==> config.mk <==
export PLATFORM = sky130hd
export DESIGN_NAME = seg7_bcd_display
export DESIGN_NICKNAME = d
export VERILOG_FILES = /design/src/rtl/seg7_pkg.sv /design/src/rtl/seg7_bcd_decode.sv /design/src/rtl/seg7_bcd_display.sv
export SDC_FILE = /design/constraint.sdc
export NUM_CORES = 1
export LEC_CHECK = 0
export ABC_AREA = 1
export CORE_ASPECT_RATIO = 0.9
export CORE_MARGIN = 4
export CORE_UTILIZATION = 51
export CTS_CLUSTER_SIZE = 12
export DETAILED_ROUTE_END_ITERATION = 10
export GPL_TIMING_DRIVEN = 0
export PLACE_DENSITY_LB_ADDON = 0.08
export SYNTH_ARGS = -nofsm -noshare
export SYNTH_HDL_FRONTEND = slang
export SYNTH_SLANG_ARGS = --single-unit
==> constraint.sdc <==
create_clock -name i_Clk -period 1.6 [get_ports i_Clk]
set_clock_uncertainty 0.05 [all_clocks]
set_input_delay 0.32 -clock i_Clk [delete_from_list [all_inputs] [get_ports i_Clk]]
set_output_delay 0.32 -clock i_Clk [all_outputs]
set_load 0.01 [all_outputs]
==> src/rtl/seg7_pkg.sv <==
`default_nettype none
// ============================================================================
// Module   : seg7_pkg
// Brief    : Shared segment constants, BCD-to-7-segment lookup and the
//            display-controller state encoding.
// Revision : 1.0 - initial release
// ============================================================================
package seg7_pkg;

    // Active-low segment patterns, bit order {G,F,E,D,C,B,A}
    localparam logic [6:0] SEG_BLANK = 7'h7F;
    localparam logic [6:0] SEG_DASH  = 7'h3F;

    typedef enum logic [1:0] {
        SHOW      = 2'd0,
        FLASH_OFF = 2'd1,
        FLASH_ON  = 2'd2
    } state_e;

    // Digits above 9 are not valid BCD and render as a single dash
    function automatic logic [6:0] bcd_to_seg(input logic [3:0] digit);
        logic [6:0] seg;
        case (digit)
            4'd0:    seg = 7'h40;
            4'd1:    seg = 7'h79;
            4'd2:    seg = 7'h24;
            4'd3:    seg = 7'h30;
            4'd4:    seg = 7'h19;
            4'd5:    seg = 7'h12;
            4'd6:    seg = 7'h02;
            4'd7:    seg = 7'h78;
            4'd8:    seg = 7'h00;
            4'd9:    seg = 7'h10;
            default: seg = SEG_DASH;
        endcase
        return seg;
    endfunction

endpackage
`default_nettype wire

==> src/rtl/seg7_bcd_decode.sv <==
`default_nettype none
// ============================================================================
// Module   : seg7_bcd_decode
// Brief    : Combinational 4-bit digit to active-low 7-segment decoder.
// Revision : 1.0 - initial release
// ============================================================================
module seg7_bcd_decode
    import seg7_pkg::*;
(
    input  logic [3:0] i_Digit,
    output logic [6:0] o_Seg
);

    assign o_Seg = bcd_to_seg(i_Digit);

endmodule
`default_nettype wire

==> src/rtl/seg7_bcd_display.sv <==
`default_nettype none
// ============================================================================
// Module   : seg7_bcd_display
// Brief    : Two-digit BCD to 7-segment display driver with leading-zero
//            blanking, invalid-digit dash and a flash sequence on wrap to 00.
// Revision : 1.0 - initial release
// ============================================================================
module seg7_bcd_display
    import seg7_pkg::*;
#(
    parameter int CLKS_PER_BLINK     = 6250000,
    parameter int BLINK_COUNT        = 3,
    parameter int LEADING_ZERO_BLANK = 1
) (
    input  logic       i_Clk,
    input  logic       i_Reset,
    input  logic [3:0] i_Digit_Tens,
    input  logic [3:0] i_Digit_Ones,
    output logic [6:0] o_Seg_Tens,
    output logic [6:0] o_Seg_Ones,
    output logic       o_Digit_Err,
    output logic       o_Flashing
);

    // A one-cycle half-period would give a zero-width timer; keep one bit
    localparam int TMR_W  = (CLKS_PER_BLINK > 1) ? $clog2(CLKS_PER_BLINK) : 1;
    localparam int PAIR_W = $clog2(BLINK_COUNT + 1);
    localparam logic [TMR_W-1:0]  C_TMR_LAST   = TMR_W'(CLKS_PER_BLINK - 1);
    localparam logic [PAIR_W-1:0] C_PAIR_TOTAL = PAIR_W'(BLINK_COUNT);

    logic [3:0]        r_tens_q,  r_ones_q;
    state_e            r_state_q, r_state_d;
    logic [TMR_W-1:0]  r_timer_q, r_timer_d;
    logic [PAIR_W-1:0] r_pair_q,  r_pair_d;
    logic [6:0]        r_seg_tens_q, r_seg_ones_q;
    logic              r_err_q, r_flash_q;

    logic [6:0]        w_dec_tens, w_dec_ones;
    logic [6:0]        w_seg_tens_d, w_seg_ones_d;
    logic              w_wrap;
    logic [PAIR_W-1:0] w_pair_inc;

    seg7_bcd_decode u_dec_tens (
        .i_Digit (r_tens_q),
        .o_Seg   (w_dec_tens)
    );

    seg7_bcd_decode u_dec_ones (
        .i_Digit (r_ones_q),
        .o_Seg   (w_dec_ones)
    );

    // Wrap = incoming 00 while the previously captured pair was non-zero,
    // so 00 straight out of reset or a held 00 never triggers a flash
    assign w_wrap     = (i_Digit_Tens == 4'd0) && (i_Digit_Ones == 4'd0) &&
                        ((r_tens_q != 4'd0) || (r_ones_q != 4'd0));
    assign w_pair_inc = r_pair_q + 1'b1;

    // Flash sequencer: next state, half-period timer and pair counter
    always_comb begin
        r_state_d = r_state_q;
        r_timer_d = r_timer_q;
        r_pair_d  = r_pair_q;
        if (w_wrap) begin
            r_state_d = FLASH_OFF;
            r_timer_d = '0;
            r_pair_d  = '0;
        end else begin
            case (r_state_q)
                SHOW: begin
                    r_timer_d = '0;
                    r_pair_d  = '0;
                end
                FLASH_OFF: begin
                    if (r_timer_q == C_TMR_LAST) begin
                        r_state_d = FLASH_ON;
                        r_timer_d = '0;
                    end else begin
                        r_timer_d = r_timer_q + 1'b1;
                    end
                end
                FLASH_ON: begin
                    if (r_timer_q == C_TMR_LAST) begin
                        r_timer_d = '0;
                        if (w_pair_inc == C_PAIR_TOTAL) begin
                            r_state_d = SHOW;
                            r_pair_d  = '0;
                        end else begin
                            r_state_d = FLASH_OFF;
                            r_pair_d  = w_pair_inc;
                        end
                    end else begin
                        r_timer_d = r_timer_q + 1'b1;
                    end
                end
                default: begin
                    r_state_d = SHOW;
                    r_timer_d = '0;
                    r_pair_d  = '0;
                end
            endcase
        end
    end

    // Segment selection: flash-off blanking, then leading-zero blank, then decode
    always_comb begin
        w_seg_tens_d = w_dec_tens;
        w_seg_ones_d = w_dec_ones;
        if (r_state_q == FLASH_OFF) begin
            w_seg_tens_d = SEG_BLANK;
            w_seg_ones_d = SEG_BLANK;
        end else if ((LEADING_ZERO_BLANK != 0) && (r_tens_q == 4'd0)) begin
            w_seg_tens_d = SEG_BLANK;
        end
    end

    // Capture stage and sequencer state
    always_ff @(posedge i_Clk) begin
        if (i_Reset) begin
            r_tens_q  <= 4'd0;
            r_ones_q  <= 4'd0;
            r_state_q <= SHOW;
            r_timer_q <= '0;
            r_pair_q  <= '0;
        end else begin
            r_tens_q  <= i_Digit_Tens;
            r_ones_q  <= i_Digit_Ones;
            r_state_q <= r_state_d;
            r_timer_q <= r_timer_d;
            r_pair_q  <= r_pair_d;
        end
    end

    // Output stage, one cycle behind capture
    always_ff @(posedge i_Clk) begin
        if (i_Reset) begin
            r_seg_tens_q <= SEG_BLANK;
            r_seg_ones_q <= SEG_BLANK;
            r_err_q      <= 1'b0;
            r_flash_q    <= 1'b0;
        end else begin
            r_seg_tens_q <= w_seg_tens_d;
            r_seg_ones_q <= w_seg_ones_d;
            r_err_q      <= (r_tens_q > 4'd9) || (r_ones_q > 4'd9);
            r_flash_q    <= (r_state_q != SHOW);
        end
    end

    assign o_Seg_Tens  = r_seg_tens_q;
    assign o_Seg_Ones  = r_seg_ones_q;
    assign o_Digit_Err = r_err_q;
    assign o_Flashing  = r_flash_q;

endmodule
`default_nettype wire

# == Word level (Yosys, flattened, before mapping) ==
# Memory sizes are Yosys's and may differ from the RTL's. A register that Yosys moved wholly into a read port is not among the register bits.
# Cells that the tools add are included.
# word_totals
mem_bits_rw,0
output_inout_bits,16
rom_bits,224
elab_cells,53
memories,2
register_bits,37
latchBits,0
# op_classes
n_eq_ne,9
n_mux,8
add_sub_neg,2
bitwise,3
multipliers,0
order_cmp,2
shifts,0
reduce_logical,19
n_div,0
# memory_table
memory,depth,word_bits,rd,rd_ports_with_merged_regs,wr,line_no,text
(no name shown),16,7,1,1,0,seg7_pkg.sv:23,case (digit)
(no name shown),16,7,1,1,0,seg7_pkg.sv:23,
# op_table
cell,count
adder 23 x 1 -> 23 bit (second input constant),1
equality test 23 bit (second input constant),1
logical NOT 4 bit,3
greater-than comparator 4 bit (second input constant),2
two-way mux 2 bit,4
nonzero test 4 bit,2
inequality test 2 bit (second input constant),3
inequality test 3 bit (second input constant),2
case mux 2 bit (3 select lines),1
AND reduction 3 bit,2
OR reduction 2 bit,3
equality test 2 bit (second input constant),2
case mux 2 bit (2 select lines),1
OR reduction 4 bit,1
inverter 1 bit,3
OR reduction 3 bit,1
adder 2 x 1 -> 2 bit (second input constant),1
equality test 2 x 1 -> 1 bit (second input constant),1
logical AND 1 bit,2
logical NOT 2 bit,1
logical OR 1 bit,2
two-way mux 1 bit,2
AND reduction 2 bit,1
nonzero test 2 bit,1

# == Logic depth before layout (Yosys ltp) ==
# Gate-level depths: netlist of the first run.
# depth
depth_word,6
mapped_depth,11
ltp_nobuf,11

# == Cells and area by module ==
# A second synthesis of the first run with hierarchy kept.
# hier_totals
cells_unflattened,368
hier_area_um2,2623.8
# modules_own_cells
mod,seq_area_each_um2,cells_per_inst,area_each_um2,n_inst
seg7_bcd_display,1021.0,298,2250.9,1
seg7_bcd_decode,0.0,35,186.4,2

# == Least setup slack after synthesis of the first run ==
# Ideal clock, no wire load.
# synth_timing
path_type,register to register
start,reg r_tens_q[0]
end,reg r_timer_q[16]
required_ns,1.435
setup_time_ns,0.115
path_stages_with_launch,11
t_arrival_ns,1.346
period_less_slack_ns,1.510
n_path_buf,1
slack_ns,0.090
path_cell_list,dfxtp_1 -> inv_1 -> ha_1 -> nor3b_2 -> nand3_1 -> nand2_1 -> nand2_2 -> clkinv_2 -> nand3_4 -> buf_6 -> nor2_2
# synth_between
elab_chain_cells,4
# synth_rtl
item,line_no,text
"start, declared",seg7_bcd_display.sv:31,"logic [3:0] r_tens_q, r_ones_q;"
"start signal, assigned",seg7_bcd_display.sv:126,r_tens_q <= i_Digit_Tens;
nonzero test 4 bit,seg7_bcd_display.sv:56,((r_tens_q != 4'd0) || (r_ones_q != 4'd0));
logical OR 1 bit,seg7_bcd_display.sv:56,
logical AND 1 bit,seg7_bcd_display.sv:55,assign w_wrap = (i_Digit_Tens == 4'd0) && (i_Digit_Ones == 4'd0) &&
OR reduction 4 bit (no line),n/a,
"end signal, assigned",seg7_bcd_display.sv:129,r_timer_q <= r_timer_d;
"end, declared",seg7_bcd_display.sv:33,"logic [TMR_W-1:0] r_timer_q, r_timer_d;"
# No other way between the ends.
# A chain may end at the register's enable or synchronous reset.

# == Worst setup path after layout of the first run ==
# Ends and elaborated chain as after synthesis.

==> results of run 1 <==
## what timing repair did
item	4_1_cts	5_1_grt
endpoints found under the setup margin	32	37
pin swaps	0	6
resized for setup	12	32
gates cloned	0	2
buffers inserted	1	8
## cell usage after synthesis
| cell type | n |
|---|---|
| nand3_1 | 21 |
| nand2_2 | 5 |
| or2_1 | 1 |
| o21ai_1 | 1 |
| or2_2 | 4 |
| a31oi_1 | 1 |
| buf_6 | 2 |
| inv_1 | 48 |
| nor2_2 | 4 |
| dfxtp_1 | 51 |
| nand3_4 | 1 |
| nor2_1 | 47 |
| nor4_1 | 1 |
| nand3_2 | 2 |
| inv_2 | 2 |
| nand4_1 | 5 |
| ha_1 | 13 |
| a21oi_1 | 9 |
| clkinv_2 | 1 |
| xnor2_1 | 1 |
| xor2_1 | 9 |
| o211ai_1 | 1 |
| o21a_1 | 2 |
| o21ai_0 | 8 |
| clkbuf_1 | 1 |
| nor3_2 | 3 |
| a21oi_2 | 8 |
| nor2_4 | 2 |
| nor3_1 | 8 |
| nor3b_2 | 1 |
| nand2_1 | 67 |
| nand3b_1 | 1 |
| nor3_4 | 1 |
## layout by cell type (no fill, tap or decap), drive strengths merged, types with 9 or more instances in the layout
cell type,count
xor2,9
clkbuf,9
dfxtp,51
nand3,24
nor3,12
nor2,53
o21ai,9
inv,51
a21oi,17
buf,11
ha,13
clkdlybuf4s50,25
nand2,72
## power by group
| part | switching [mW] | internal (mW) | leakage [nW] |
|---|---|---|---|
| Sequential | 0.0300 | 1.32 | 0.420 |
| Combinational | 0.181 | 0.182 | 0.810 |
| Clock | 0.412 | 0.625 | 0.0654 |
## worst max-delay path: cells and delay by family, from the launching register on
kind	cells	cell delay [ns]
and+or+nand+nor	6	0.73
adders and majority gates	1	0.13
DFF	1	0.35
buffers and inverters	3	0.36
## state kept, by name, indices dropped and copies added, names as in the netlist
name and flops:
r_timer_q 23, o_Seg_Ones 7, o_Seg_Tens 7, r_ones_q 4
r_tens_q 4, r_pair_q 2, r_state_q 2, o_Digit_Err 1
o_Flashing 1
## metrics by stage
| step | utilization [%] | TNS (ns) | hold slack [ns] | cell area (µm²) |
|---|---|---|---|---|
| 3_5_place_dp | 61.5 | -6.61 | 0.389 | 2830 |
| 5_1_grt | 70.3 | -3.24 | 0.414 | 3240 |
| 3_3_place_gp | 61.5 | -6.47 | 0.379 | 2830 |
| 4_1_cts | 65.4 | -1.42 | 0.406 | 3010 |
| 2_1_floorplan | - | 0 | 0.368 | 2500 |
| 6_report | 70.3 | -1.39 | 0.393 | 3240 |
## worst paths after layout
check / start / end / cells after the start / slack, ns
setup / recovery: r_tens_q[0]$_SDFF_PP0_ / r_timer_q[16]$_SDFF_PP0_ / 10 / -0.09
hold / removal: r_timer_q[0]$_SDFF_PP0_ / r_timer_q[0]$_SDFF_PP0_ / 1 / 0.39
setup reg to reg: r_tens_q[0]$_SDFF_PP0_ / r_timer_q[16]$_SDFF_PP0_ / 10 / -0.09
hold reg to reg: r_timer_q[0]$_SDFF_PP0_ / r_timer_q[0]$_SDFF_PP0_ / 1 / 0.39
## final cells by class
type	count	area share [%]
buffer	3	1.20
clock buffer	6	2.24
clock inverter	2	1.86
inverter	51	6.07
multi-input combinational	227	43.1
sequential	51	31.8
tap	62	2.40
timing repair buffer	36	11.4
## layer usage
metal,share of wire (%),global-route usage [%],up-vias
met2,43,26.0,51
li1,-,-,1124
met5,0,0,-
met1,50,26.2,928
met3,6.5,3.87,8
met4,1.4,6.09,0
## cell families after synthesis
| family | Yosys count |
|---|---|
| buffers and inverters | 54 |
| DFF | 51 |
| AOI/OAI and AO/OA | 30 |
| and+or+nand+nor | 174 |
| adders and majority gates | 13 |
| xor gates and xnor gates | 10 |
==> report_table.html, run 1 <==
<table>
<tr><th>Metric</th><th>Value</th></tr>
<tr><th colspan="2">Setup path</th></tr>
<tr><td>CP endpoint kind</td><td>flop</td></tr>
<tr><td>Cells traversed along the worst timing path</td><td>inv_2 -&gt; ha_4 -&gt; nor3b_4 -&gt; nand3_2 -&gt; nand2_2 -&gt; nand2_4 -&gt; inv_4 -&gt; nand3_4 -&gt; clkbuf_16 -&gt; nor2_2</td></tr>
<tr><td>Largest fanout of any net on the critical path</td><td>7</td></tr>
<tr><td>Slowest-stage cell, CP</td><td>dfxtp_2</td></tr>
<tr><td>Type of the setup path with the least slack</td><td>flop to flop</td></tr>
<tr><td>Required arrival time at the worst endpoint</td><td>between 1.5 and 2 ns</td></tr>
<tr><td>Crit path largest cell delay</td><td>0.35 ns</td></tr>
<tr><td>Kind of start point of the critical path</td><td>flop</td></tr>
<tr><td>Arrival time at the worst endpoint</td><td>1.89 ns</td></tr>
<tr><th colspan="2">Global routing</th></tr>
<tr><td>Total grt overflow</td><td>0</td></tr>
<tr><td>GR Util All Layers</td><td>17.9%</td></tr>
<tr><td>Antenna violations before repair</td><td>0</td></tr>
<tr><td>Number of global-route vias before repair</td><td>roughly 1900</td></tr>
<tr><td>Wire length of the first global-routing pass</td><td>8260 µm</td></tr>
<tr><td>Pin count of the biggest net entering global routing</td><td>16</td></tr>
<tr><th colspan="2">Route</th></tr>
<tr><td>TritonRoute pass-1 iters</td><td>4</td></tr>
<tr><td>Starting DRC count in detailed routing</td><td>147</td></tr>
<tr><td>Vias after detailed routing</td><td>around 2100</td></tr>
<tr><td>Avg WL per Cell</td><td>about 12 µm</td></tr>
<tr><td>Count of unresolved DRC violations after routing</td><td>0</td></tr>
<tr><td>Via density per instance</td><td>4.82</td></tr>
<tr><td>Total Wirelength</td><td>5320 µm</td></tr>
<tr><td>Number of antenna-violating nets in the routed design</td><td>0</td></tr>
<tr><th colspan="2">Layout</th></tr>
<tr><td>Area occupied by registers</td><td>1030 µm²</td></tr>
<tr><td>ANT cells</td><td>0</td></tr>
<tr><td>Share of layout cells above drive strength 1</td><td>21.3%</td></tr>
<tr><td>Layout Area Growth over Synthesis</td><td>29.3%</td></tr>
<tr><td>Multi-input gate area</td><td>between 1000 and 1500 µm²</td></tr>
<tr><td>Number of inserted filler cells in the final layout</td><td>380</td></tr>
<tr><td>Post-layout net count</td><td>398</td></tr>
<tr><td>Final instance count without filler cells</td><td>438</td></tr>
<tr><th colspan="2">Run status</th></tr>
<tr><td>Violations in the final reports</td><td>negative setup slack</td></tr>
<tr><td>Status</td><td>complete, but fails checks</td></tr>
<tr><th colspan="2">Yosys</th></tr>
<tr><td>Area fraction of the dominant cell type after synthesis</td><td>40.8%</td></tr>
<tr><td>Number of warnings issued by yosys</td><td>0</td></tr>
<tr><td>Synthesized cell area</td><td>2500 µm²</td></tr>
<tr><td>Post-synthesis cell type count</td><td>33</td></tr>
<tr><td>Compound-Gate Fraction of Synth Area</td><td>7.55%</td></tr>
<tr><td>Library cell with the largest summed area after synthesis</td><td>dfxtp_1</td></tr>
<tr><td>Sequential share of the synthesized area</td><td>40.8%</td></tr>
<tr><td>Multiplexer share of the synthesized area</td><td>0%</td></tr>
<tr><td>Cell types occupying the most area after synthesis</td><td>dfxtp_1, nand2_1, inv_1</td></tr>
<tr><td>Synthesized area divided by synthesized cell count</td><td>7.54 µm²</td></tr>
<tr><td>Main combinational cell family by area after synthesis</td><td>simple AND/OR/NAND/NOR gates</td></tr>
<tr><td>Post-Synth XOR/XNOR Area</td><td>between 3 and 4%</td></tr>
<tr><td>Adder-cell share of the synthesized area</td><td>6.50%</td></tr>
<tr><td>Syn Inst Count</td><td>332</td></tr>
<tr><td>Nets in the synthesized netlist</td><td>355</td></tr>
<tr><td>Area fraction in and, or, nand and nor cells after synthesis</td><td>about a third</td></tr>
<tr><td>#FFs+latches synth</td><td>around 50</td></tr>
<tr><th colspan="2">Clock tree</th></tr>
<tr><td>H-Tree Depth</td><td>2</td></tr>
<tr><td>Root buf cell</td><td>clkbuf_8</td></tr>
<tr><td>Maximum clock path buffer count</td><td>2</td></tr>
<tr><td>Inserted Clock Buffers</td><td>5</td></tr>
<tr><td>Hold-fix buffer count after cts</td><td>0</td></tr>
<tr><td>Reg clk slew, reported paths</td><td>0.09 ns</td></tr>
<tr><td>Clk sinks</td><td>between 50 and 60</td></tr>
<tr><td>Clock tree from TritonCTS</td><td>done</td></tr>
<tr><td>Clock network latency to the later pin of the worst-skew pair</td><td>0.30 ns</td></tr>
<tr><th colspan="2">Worst hold path</th></tr>
<tr><td>Worst hold path class</td><td>flop to flop</td></tr>
<tr><th colspan="2">Pwr</th></tr>
<tr><td>Post-route total power</td><td>2.75 mW</td></tr>
<tr><td>Peak supply drop</td><td>0.616 mV</td></tr>
<tr><td>Static Leak</td><td>approximately 1.3 nW</td></tr>
<tr><td>Pwr/cell area</td><td>between 800 and 900 nW/µm²</td></tr>
<tr><th colspan="2">Placed design</th></tr>
<tr><td>Sum of net half-perimeters after detailed placement</td><td>3860 µm</td></tr>
<tr><td>Placer's final routability congestion estimate</td><td>~0.91</td></tr>
<tr><td>Post-placement cell count</td><td>419</td></tr>
<tr><td>I/O Buffers</td><td>25</td></tr>
<tr><td>Post-Place Worst Slack</td><td>-0.341 ns</td></tr>
<tr><th colspan="2">Die</th></tr>
<tr><td>Core Area</td><td>4600 µm²</td></tr>
<tr><td>Die X</td><td>~82 µm</td></tr>
<tr><td>Die area</td><td>6100 µm²</td></tr>
<tr><td>Number of top-level design ports</td><td>26</td></tr>
<tr><td>Die Y</td><td>about 74 µm</td></tr>
<tr><td>Total number of placement rows</td><td>23</td></tr>
<tr><td>Initial Utilization</td><td>54.4%</td></tr>
<tr><th colspan="2">STA</th></tr>
<tr><td>Post-layout minimum cycle time</td><td>1.69 ns</td></tr>
<tr><td>Final cycle utilization of the critical path</td><td>106%</td></tr>
<tr><td>Maximum clock frequency</td><td>0.591 GHz</td></tr>
<tr><td>Setup slack of the critical path after layout</td><td>-0.0934 ns</td></tr>
<tr><td>Final hold violation count</td><td>0</td></tr>
<tr><td>Unrepaired setup endpoints after global routing</td><td>yes</td></tr>
<tr><td>Number of max-slew violations in the final report</td><td>0</td></tr>
<tr><td>Worst relative slew slack</td><td>between 70% and 80%</td></tr>
<tr><td>Setup violations, final</td><td>21</td></tr>
<tr><td>Actual slew at the worst max-slew pin</td><td>approximately 0.4 ns</td></tr>
<tr><th colspan="2">Job</th></tr>
<tr><td>Number of maximum-capacitance constraint violations</td><td>0</td></tr>
</table>
Power figures use the tool's default switching activity.
==> run 2, diff against run 1 <==
- MAX_ROUTING_LAYER: default -> met4
==> report_table.html, run 2 (synthesis gave the netlist of run 1 again) <==
<table>
<tr><th>Metric</th><th>Value</th></tr>
<tr><th colspan="2">Run status</th></tr>
<tr><td>Status</td><td>complete, but fails checks</td></tr>
<tr><td>Violations in the final reports</td><td>negative setup slack</td></tr>
<tr><th colspan="2">Placed design</th></tr>
<tr><td>Placer's final routability congestion estimate</td><td>0.908 (-0.15%)</td></tr>
<tr><td>Sum of net half-perimeters after detailed placement</td><td>3910 µm (+1.2%)</td></tr>
<tr><td>I/O Buffers</td><td>25 (unchanged)</td></tr>
<tr><td>Post-Place Worst Slack</td><td>-0.300 ns (+0.0411 ns)</td></tr>
<tr><td>Cell area after placement</td><td>2830 µm² (unchanged)</td></tr>
<tr><th colspan="2">STA</th></tr>
<tr><td>Post-layout minimum cycle time</td><td>1.69 ns (-0.00212 ns)</td></tr>
<tr><td>Unrepaired setup endpoints after global routing</td><td>yes</td></tr>
<tr><td>Worst-case hold slack</td><td>0.408 ns (+0.0143 ns)</td></tr>
<tr><td>Worst relative slew slack</td><td>71.8% (-1.2 points)</td></tr>
<tr><td>Setup slack of the critical path after layout</td><td>-0.0912 ns (+0.00212 ns)</td></tr>
<tr><td>Number of max-slew violations in the final report</td><td>0 (unchanged)</td></tr>
<tr><td>Post-route setup TNS</td><td>-1.32 ns (+0.0673 ns)</td></tr>
<tr><td>Final hold violation count</td><td>0 (unchanged)</td></tr>
<tr><td>Actual slew at the worst max-slew pin</td><td>0.423 ns (+0.0173 ns)</td></tr>
<tr><td>Setup violations, final</td><td>20 (-4.8%)</td></tr>
<tr><td>Maximum clock frequency</td><td>0.591 GHz (+0.13%)</td></tr>
<tr><td>Final cycle utilization of the critical path</td><td>106% (-0.13 points)</td></tr>
<tr><th colspan="2">Route</th></tr>
<tr><td>Via density per instance</td><td>4.81 (-0.30%)</td></tr>
<tr><td>Avg WL per Cell</td><td>12.2 µm (+0.84%)</td></tr>
<tr><td>Total Wirelength</td><td>5340 µm (+0.38%)</td></tr>
<tr><td>Starting DRC count in detailed routing</td><td>135 (-8.2%)</td></tr>
<tr><td>Vias after detailed routing</td><td>2095 (-0.76%)</td></tr>
<tr><td>Number of antenna-violating nets in the routed design</td><td>0 (unchanged)</td></tr>
<tr><td>Count of unresolved DRC violations after routing</td><td>0 (unchanged)</td></tr>
<tr><td>TritonRoute pass-1 iters</td><td>4 (unchanged)</td></tr>
<tr><th colspan="2">Layout</th></tr>
<tr><td>Layout Area Growth over Synthesis</td><td>25.8%</td></tr>
<tr><td>Flip-flop count of the largest register after layout</td><td>23 (unchanged)</td></tr>
<tr><td>Biggest register</td><td>r_timer_q</td></tr>
<tr><td>Top library cells by usage in the layout, fill and taps aside</td><td>nand2_1, inv_1, dfxtp_1, nor2_1, clkdlybuf4s50_1</td></tr>
<tr><td>Share of layout cells above drive strength 1</td><td>22.2% (+0.92 points)</td></tr>
<tr><td>Utilization after layout</td><td>68.4% (-1.9 points)</td></tr>
<tr><td>Cell area after layout</td><td>3150 µm² (-2.7%)</td></tr>
<tr><td>Most common cell after layout, fill and taps aside</td><td>nand2_1</td></tr>
<tr><td>Post-layout net count</td><td>396 (-0.50%)</td></tr>
<tr><td>ANT cells</td><td>0 (unchanged)</td></tr>
<tr><th colspan="2">Pwr</th></tr>
<tr><td>Peak supply drop</td><td>0.544 mV (-12%)</td></tr>
<tr><td>Pwr/cell area</td><td>772 nW/µm² (-9.2%)</td></tr>
<tr><td>Static Leak</td><td>1.26 nW (-3.0%)</td></tr>
<tr><th colspan="2">Clock tree</th></tr>
<tr><td>Reg clk slew, reported paths</td><td>0.09 ns (about the same)</td></tr>
<tr><td>Clock tree from TritonCTS</td><td>done</td></tr>
<tr><td>Clock network latency to the later pin of the worst-skew pair</td><td>0.30 ns (about the same)</td></tr>
<tr><td>Clk sinks</td><td>51 (unchanged)</td></tr>
<tr><td>Root buf cell</td><td>clkbuf_8</td></tr>
<tr><td>H-Tree Depth</td><td>2 (unchanged)</td></tr>
<tr><td>Maximum clock path buffer count</td><td>2 (unchanged)</td></tr>
<tr><td>Hold-fix buffer count after cts</td><td>0 (unchanged)</td></tr>
<tr><td>Inserted Clock Buffers</td><td>5 (unchanged)</td></tr>
<tr><th colspan="2">Die</th></tr>
<tr><td>Core Area</td><td>4600 µm² (unchanged)</td></tr>
<tr><td>Die Y</td><td>74.5 µm (unchanged)</td></tr>
<tr><td>Number of top-level design ports</td><td>26 (unchanged)</td></tr>
<tr><td>Initial Utilization</td><td>54.4% (unchanged)</td></tr>
<tr><td>Die area</td><td>6100 µm² (unchanged)</td></tr>
<tr><td>Total number of placement rows</td><td>23 (unchanged)</td></tr>
<tr><td>Die X</td><td>81.9 µm (unchanged)</td></tr>
<tr><th colspan="2">Setup path</th></tr>
<tr><td>Cell with the most instances on the worst path</td><td>inv_4</td></tr>
<tr><td>Crit-path leading delay family</td><td>simple AND/OR/NAND/NOR gates</td></tr>
<tr><td>Largest fanout of any net on the critical path</td><td>6 (-1)</td></tr>
<tr><td>Arrival time at the worst endpoint</td><td>1.88 ns (about the same)</td></tr>
<tr><td>Slowest-stage cell, CP</td><td>dfxtp_2</td></tr>
<tr><td>Type of the setup path with the least slack</td><td>flop to flop</td></tr>
<tr><td>Required arrival time at the worst endpoint</td><td>1.79 ns (about the same)</td></tr>
<tr><td>Kind of start point of the critical path</td><td>flop</td></tr>
<tr><td>CP endpoint kind</td><td>flop</td></tr>
<tr><td>Cells traversed along the worst timing path</td><td>inv_4 -&gt; ha_4 -&gt; nor3b_4 -&gt; nand3_1 -&gt; nand2_2 -&gt; nand2_4 -&gt; inv_4 -&gt; nand3_4 -&gt; clkbuf_16 -&gt; nor2_2</td></tr>
<tr><td>Buf+Inv Stages, Crit Path</td><td>3 (unchanged)</td></tr>
<tr><td>Crit path largest cell delay</td><td>0.36 ns (about the same)</td></tr>
<tr><th colspan="2">Global routing</th></tr>
<tr><td>Total grt overflow</td><td>0 (unchanged)</td></tr>
<tr><td>GR Util All Layers</td><td>18.8% (+0.92 points)</td></tr>
<tr><td>Number of global-route vias before repair</td><td>1887 (+0.53%)</td></tr>
<tr><td>Wire length of the first global-routing pass</td><td>8600 µm (+4.1%)</td></tr>
<tr><td>Antenna violations before repair</td><td>0 (unchanged)</td></tr>
<tr><td>Pin count of the biggest net entering global routing</td><td>16 (unchanged)</td></tr>
<tr><th colspan="2">Worst hold path</th></tr>
<tr><td>Worst hold path class</td><td>flop to flop</td></tr>
<tr><th colspan="2">Job</th></tr>
<tr><td>Number of maximum-capacitance constraint violations</td><td>0 (unchanged)</td></tr>
</table>
run 2: power by group:
group          switching, mW  internal (mW)  leakage [nW]
clock                  0.415          0.307        0.0412
sequential            0.0316           1.32         0.422
combinational          0.180          0.177         0.794
total                  0.626           1.81          1.26
run 2: final cells by class:
class	count	area [µm²]
tap	62	77.6
clock inverter	2	12.5
clock buffer	6	72.6
timing repair buffer	34	335
inverter	51	199
fill	376	1460
multi-input combinational	227	1380
buffer	3	38.8
sequential	51	1030
run 2: worst reg2reg max path, cell delays in order, from the launching register on:
cell	delay, ns
dfxtp_2	0.36
inv_4	0.08
ha_4	0.13
nor3b_4	0.21
nand3_1	0.12
nand2_2	0.11
nand2_4	0.07
inv_4	0.06
nand3_4	0.14
clkbuf_16	0.22
nor2_2	0.09
run 2: per-stage QoR:
stage,power (mW),cells
after global placement,1.68,419
after CTS,2.40,428
final,2.43,436
after floorplan,1.55,332
after global routing,2.55,436
after detailed placement,1.68,419
run 2: repair_timing:
action | CTS | global route
pin swaps | 0 | 6
gates resized for setup | 12 | 34
buffers inserted | 1 | 7
cloned | 0 | 1
hold endpoints to repair | 0 | 0
setup endpoints to repair | 32 | 37
run 2: routing by layer:
layer,vias to the layer above,GRT usage (%),routed length [µm]
met5,-,-,0
met4,0,5.17,59
met3,6,3.51,250
met2,52,26.0,2230
met1,913,27.8,2800
li1,1124,-,-
run 2: worst paths after layout:
| path | start | to | slack [ns] | depth (start not counted) |
|---|---|---|---|---|
| worst max register to register | r_tens_q[0]$_SDFF_PP0_ | r_timer_q[16]$_SDFF_PP0_ | -0.09 | 10 |
| worst max-delay path | r_tens_q[0]$_SDFF_PP0_ | r_timer_q[16]$_SDFF_PP0_ | -0.09 | 10 |
| worst min-delay path | r_timer_q[0]$_SDFF_PP0_ | r_timer_q[0]$_SDFF_PP0_ | 0.41 | 1 |
| worst min register to register | r_timer_q[0]$_SDFF_PP0_ | r_timer_q[0]$_SDFF_PP0_ | 0.41 | 1 |
==> run 3, diff against run 2 <==
- SYNTH_HIERARCHICAL: default -> 1
==> report_table.html, run 3 <==
<table>
<tr><th>Metric</th><th>Value</th></tr>
<tr><th colspan="2">Run status</th></tr>
<tr><td>Status</td><td>finished clean</td></tr>
<tr><th colspan="2">Route</th></tr>
<tr><td>Count of unresolved DRC violations after routing</td><td>0 (unchanged)</td></tr>
<tr><td>Via density per instance</td><td>4.78 (-0.59%)</td></tr>
<tr><td>Number of antenna-violating nets in the routed design</td><td>0 (unchanged)</td></tr>
<tr><td>TritonRoute pass-1 iters</td><td>4 (unchanged)</td></tr>
<tr><td>Vias after detailed routing</td><td>2226 (+6.3%)</td></tr>
<tr><td>Total Wirelength</td><td>5100 µm (-4.4%)</td></tr>
<tr><td>Avg WL per Cell</td><td>11.0 µm (-11%)</td></tr>
<tr><td>Starting DRC count in detailed routing</td><td>71 (-47%)</td></tr>
<tr><th colspan="2">Setup path</th></tr>
<tr><td>Depth of the critical timing path with buffers and inverters included</td><td>1 (-9)</td></tr>
<tr><td>Type of the setup path with the least slack</td><td>flop to output pin</td></tr>
<tr><td>Slowest-stage cell, CP</td><td>clkdlybuf4s50_1</td></tr>
<tr><td>Crit-path leading delay family</td><td>buffers and inverters</td></tr>
<tr><td>Largest fanout of any net on the critical path</td><td>1 (-5)</td></tr>
<tr><td>Required arrival time at the worst endpoint</td><td>1.23 ns (-0.56 ns)</td></tr>
<tr><td>CP endpoint kind</td><td>output pin</td></tr>
<tr><td>Kind of start point of the critical path</td><td>flop</td></tr>
<tr><td>Crit path largest cell delay</td><td>0.54 ns (+0.18 ns)</td></tr>
<tr><td>Length in cells of the worst reg-to-reg path</td><td>8 (-2)</td></tr>
<tr><td>Cells traversed along the worst timing path</td><td>clkdlybuf4s50_1</td></tr>
<tr><td>Buf+Inv Stages, Crit Path</td><td>1 (-2)</td></tr>
<tr><td>Arrival time at the worst endpoint</td><td>1.16 ns (-0.72 ns)</td></tr>
<tr><th colspan="2">Pwr</th></tr>
<tr><td>Clock network power share</td><td>30.5% (+0.9 points)</td></tr>
<tr><td>Sequential Power Share</td><td>56.5% (+0.8 points)</td></tr>
<tr><td>Static Leak</td><td>1.31 nW (+4.2%)</td></tr>
<tr><td>Peak supply drop</td><td>0.435 mV (-20%)</td></tr>
<tr><td>Switching power summed over all nets</td><td>592 µW (-5.4%)</td></tr>
<tr><td>Pwr/cell area</td><td>772 nW/µm² (about the same)</td></tr>
<tr><td>Post-route total power</td><td>2.41 mW (-0.95%)</td></tr>
<tr><td>Switch share</td><td>24.6% (-1.1 points)</td></tr>
<tr><td>Cell internal pwr</td><td>1.82 mW (+0.59%)</td></tr>
<tr><td>Logic pwr share</td><td>13.0% (-1.7 points)</td></tr>
<tr><th colspan="2">Yosys</th></tr>
<tr><td>Post-synthesis cell type count</td><td>32 (-3.0%)</td></tr>
<tr><td>Cell types occupying the most area after synthesis</td><td>dfxtp_1, nand2_1, inv_1</td></tr>
<tr><td>Library cell with the largest summed area after synthesis</td><td>dfxtp_1</td></tr>
<tr><td>Synthesized area divided by synthesized cell count</td><td>7.13 µm² (-5.5%)</td></tr>
<tr><td>Most used DFF post-synth</td><td>dfxtp_1</td></tr>
<tr><td>Synthesized cell area</td><td>2620 µm² (+4.8%)</td></tr>
<tr><td>Sequential share of the synthesized area</td><td>38.9% (-1.9 points)</td></tr>
<tr><td>Number of enable flip-flop cells after synthesis</td><td>0 (unchanged)</td></tr>
<tr><td>Post-synth ARST share</td><td>0% (unchanged)</td></tr>
<tr><td>Area fraction of the dominant cell type after synthesis</td><td>38.9% (-1.9 points)</td></tr>
<tr><td>Nets in the synthesized netlist</td><td>392 (+10%)</td></tr>
<tr><td>Commonest cells in the netlist</td><td>nand2_1, inv_1, nor2_1</td></tr>
<tr><td>Dominant cell by count in the synthesized netlist</td><td>nand2_1</td></tr>
<tr><td>#FFs+latches synth</td><td>51 (unchanged)</td></tr>
<tr><td>Syn Inst Count</td><td>368 (+11%)</td></tr>
<tr><td>Number of warnings issued by yosys</td><td>6 (+6)</td></tr>
<tr><th colspan="2">STA</th></tr>
<tr><td>Actual slew at the worst max-slew pin</td><td>0.399 ns (-0.0240 ns)</td></tr>
<tr><td>Setup violations, final</td><td>0 (-100%)</td></tr>
<tr><td>Post-layout minimum cycle time</td><td>1.53 ns (-0.162 ns)</td></tr>
<tr><td>Number of max-slew violations in the final report</td><td>0 (unchanged)</td></tr>
<tr><td>Maximum clock frequency</td><td>0.654 GHz (+11%)</td></tr>
<tr><td>Final cycle utilization of the critical path</td><td>95.6% (-10 points)</td></tr>
<tr><td>Final hold violation count</td><td>0 (unchanged)</td></tr>
<tr><td>Unrepaired setup endpoints after global routing</td><td>yes</td></tr>
<tr><td>Worst relative slew slack</td><td>73.4% (+1.6 points)</td></tr>
<tr><th colspan="2">Global routing</th></tr>
<tr><td>Wire length of the first global-routing pass</td><td>9110 µm (+6.0%)</td></tr>
<tr><td>Number of global-route vias before repair</td><td>2055 (+8.9%)</td></tr>
<tr><td>Antenna violations before repair</td><td>0 (unchanged)</td></tr>
<tr><td>GR Util All Layers</td><td>17.6% (-1.3 points)</td></tr>
<tr><td>Pin count of the biggest net entering global routing</td><td>15 (-1)</td></tr>
<tr><td>Total grt overflow</td><td>0 (unchanged)</td></tr>
<tr><th colspan="2">Placed design</th></tr>
<tr><td>Sum of net half-perimeters after detailed placement</td><td>4050 µm (+3.6%)</td></tr>
<tr><td>Placer's final routability congestion estimate</td><td>0.889 (-2.0%)</td></tr>
<tr><td>Cell area after placement</td><td>2960 µm² (+4.4%)</td></tr>
<tr><td>I/O Buffers</td><td>25 (unchanged)</td></tr>
<tr><th colspan="2">Layout</th></tr>
<tr><td>ANT cells</td><td>0 (unchanged)</td></tr>
<tr><td>Flip-flop count of the largest register after layout</td><td>23 (unchanged)</td></tr>
<tr><td>Layout Area Growth over Synthesis</td><td>19.0%</td></tr>
<tr><td>Share of layout cells above drive strength 1</td><td>13.2% (-9.0 points)</td></tr>
<tr><td>Biggest register</td><td>r_timer_q</td></tr>
<tr><td>Top library cells by usage in the layout, fill and taps aside</td><td>nand2_1, inv_1, nor2_1, dfxtp_1, clkdlybuf4s50_1</td></tr>
<tr><td>Area occupied by registers</td><td>1030 µm² (-0.72%)</td></tr>
<tr><td>Post-layout net count</td><td>425 (+7.3%)</td></tr>
<tr><td>Most common cell after layout, fill and taps aside</td><td>nand2_1</td></tr>
<tr><td>Number of inserted filler cells in the final layout</td><td>439 (+17%)</td></tr>
<tr><td>Cell area after layout</td><td>3120 µm² (-0.87%)</td></tr>
<tr><td>Multi-input gate area</td><td>1420 µm² (+3.0%)</td></tr>
<tr><th colspan="2">Worst hold path</th></tr>
<tr><td>Worst Hold Depth</td><td>2 (+1)</td></tr>
<tr><td>Worst hold path class</td><td>flop to flop</td></tr>
<tr><th colspan="2">Clock tree</th></tr>
<tr><td>Reg clk slew, reported paths</td><td>0.08 ns (about the same)</td></tr>
<tr><td>Clock tree from TritonCTS</td><td>done</td></tr>
<tr><td>Inserted Clock Buffers</td><td>5 (unchanged)</td></tr>
<tr><td>Clk sinks</td><td>51 (unchanged)</td></tr>
<tr><td>Root buf cell</td><td>clkbuf_8</td></tr>
<tr><td>Maximum clock path buffer count</td><td>2 (unchanged)</td></tr>
<tr><td>Clock network latency to the later pin of the worst-skew pair</td><td>0.30 ns (about the same)</td></tr>
<tr><td>H-Tree Depth</td><td>2 (unchanged)</td></tr>
<tr><th colspan="2">Die</th></tr>
<tr><td>Die area</td><td>6360 µm² (+4.3%)</td></tr>
<tr><td>Initial Utilization</td><td>53.3% (-1.1 points)</td></tr>
<tr><td>Core Area</td><td>4920 µm² (+7.0%)</td></tr>
<tr><td>Total number of placement rows</td><td>24 (+4.3%)</td></tr>
<tr><td>Die X</td><td>83.6 µm (+2.1%)</td></tr>
<tr><td>Number of top-level design ports</td><td>26 (unchanged)</td></tr>
<tr><td>Die Y</td><td>76.0 µm (+2.1%)</td></tr>
<tr><th colspan="2">Job</th></tr>
<tr><td>Number of maximum-capacitance constraint violations</td><td>0 (unchanged)</td></tr>
</table>
==> run 3: repair_timing <==
item / CTS / global route
gates resized for setup: 5 / 12
endpoints found under the setup margin: 22 / 27
hold buffers: 0 / 0
buffers inserted: 1 / 0
pin swaps: 1 / 2
==> run 3: worst paths after layout <==
| kind | start | endpoint | slack (ns) |
|---|---|---|---|
| hold / removal | r_timer_q[22]$_SDFF_PP0_ | r_timer_q[22]$_SDFF_PP0_ | 0.43 |
| hold reg to reg | r_timer_q[22]$_SDFF_PP0_ | r_timer_q[22]$_SDFF_PP0_ | 0.43 |
| setup reg to reg | r_timer_q[11]$_SDFF_PP0_ | r_timer_q[21]$_SDFF_PP0_ | 0.11 |
| setup / recovery | o_Seg_Tens[0]$_SDFF_PP1_ | o_Seg_Tens[0] | 0.07 |
==> run 3: through the flow <==
stage / hold slack (ns) / setup slack (ns) / std cells / util (%) / TNS [ns]
after floorplan: 0.339 / 0.201 / 368 / - / 0
after global placement: 0.414 / -0.128 / 458 / 60.0 / -2.20
after detailed placement: 0.419 / -0.117 / 458 / 60.0 / -2.24
after CTS: 0.415 / 0.0222 / 466 / 62.3 / 0
after global routing: 0.462 / -0.0223 / 466 / 63.4 / -0.0546
final: 0.432 / 0.0709 / 466 / 63.4 / 0
==> run 3: kinds of logic after synthesis <==
group / Yosys count / synth area share (%)
simple gates: 209 / 37.5
buf+inv: 63 / 9.44
flops: 51 / 38.9
compound gates: 26 / 5.82
fa+ha+maj: 14 / 6.68
xor+xnor: 5 / 1.67
==> run 3: routing by layer <==
layer | vias to the layer above | GRT usage, % | share of wire (%)
met4 | 0 | 5.31 | 1.1
met5 | - | - | 0
met3 | 4 | 3.57 | 4.5
li1 | 1222 | - | -
met1 | 965 | 23.9 | 51
met2 | 35 | 26.4 | 44
==> run 3: final cells by class <==
| cell class | instances | share of cell area (%) |
|---|---|---|
| Buffer | 3 | 0.721 |
| Clock buffer | 6 | 2.65 |
| Clock inverter | 1 | 0.160 |
| Inverter | 60 | 7.21 |
| Multi-Input combinational cell | 254 | 45.5 |
| Sequential cell | 51 | 32.9 |
| Tap cell | 65 | 2.61 |
| Timing Repair Buffer | 26 | 8.26 |
==> run 3: power groups by stage <==
stage	logic [mW]	registers (mW)	clock network [mW]
global placement	0.307	1.38	0
CTS	0.312	1.36	0.771
global route	0.357	1.37	0.818
floorplan	0.164	1.40	0
finish	0.314	1.36	0.735
detailed placement	0.310	1.39	0
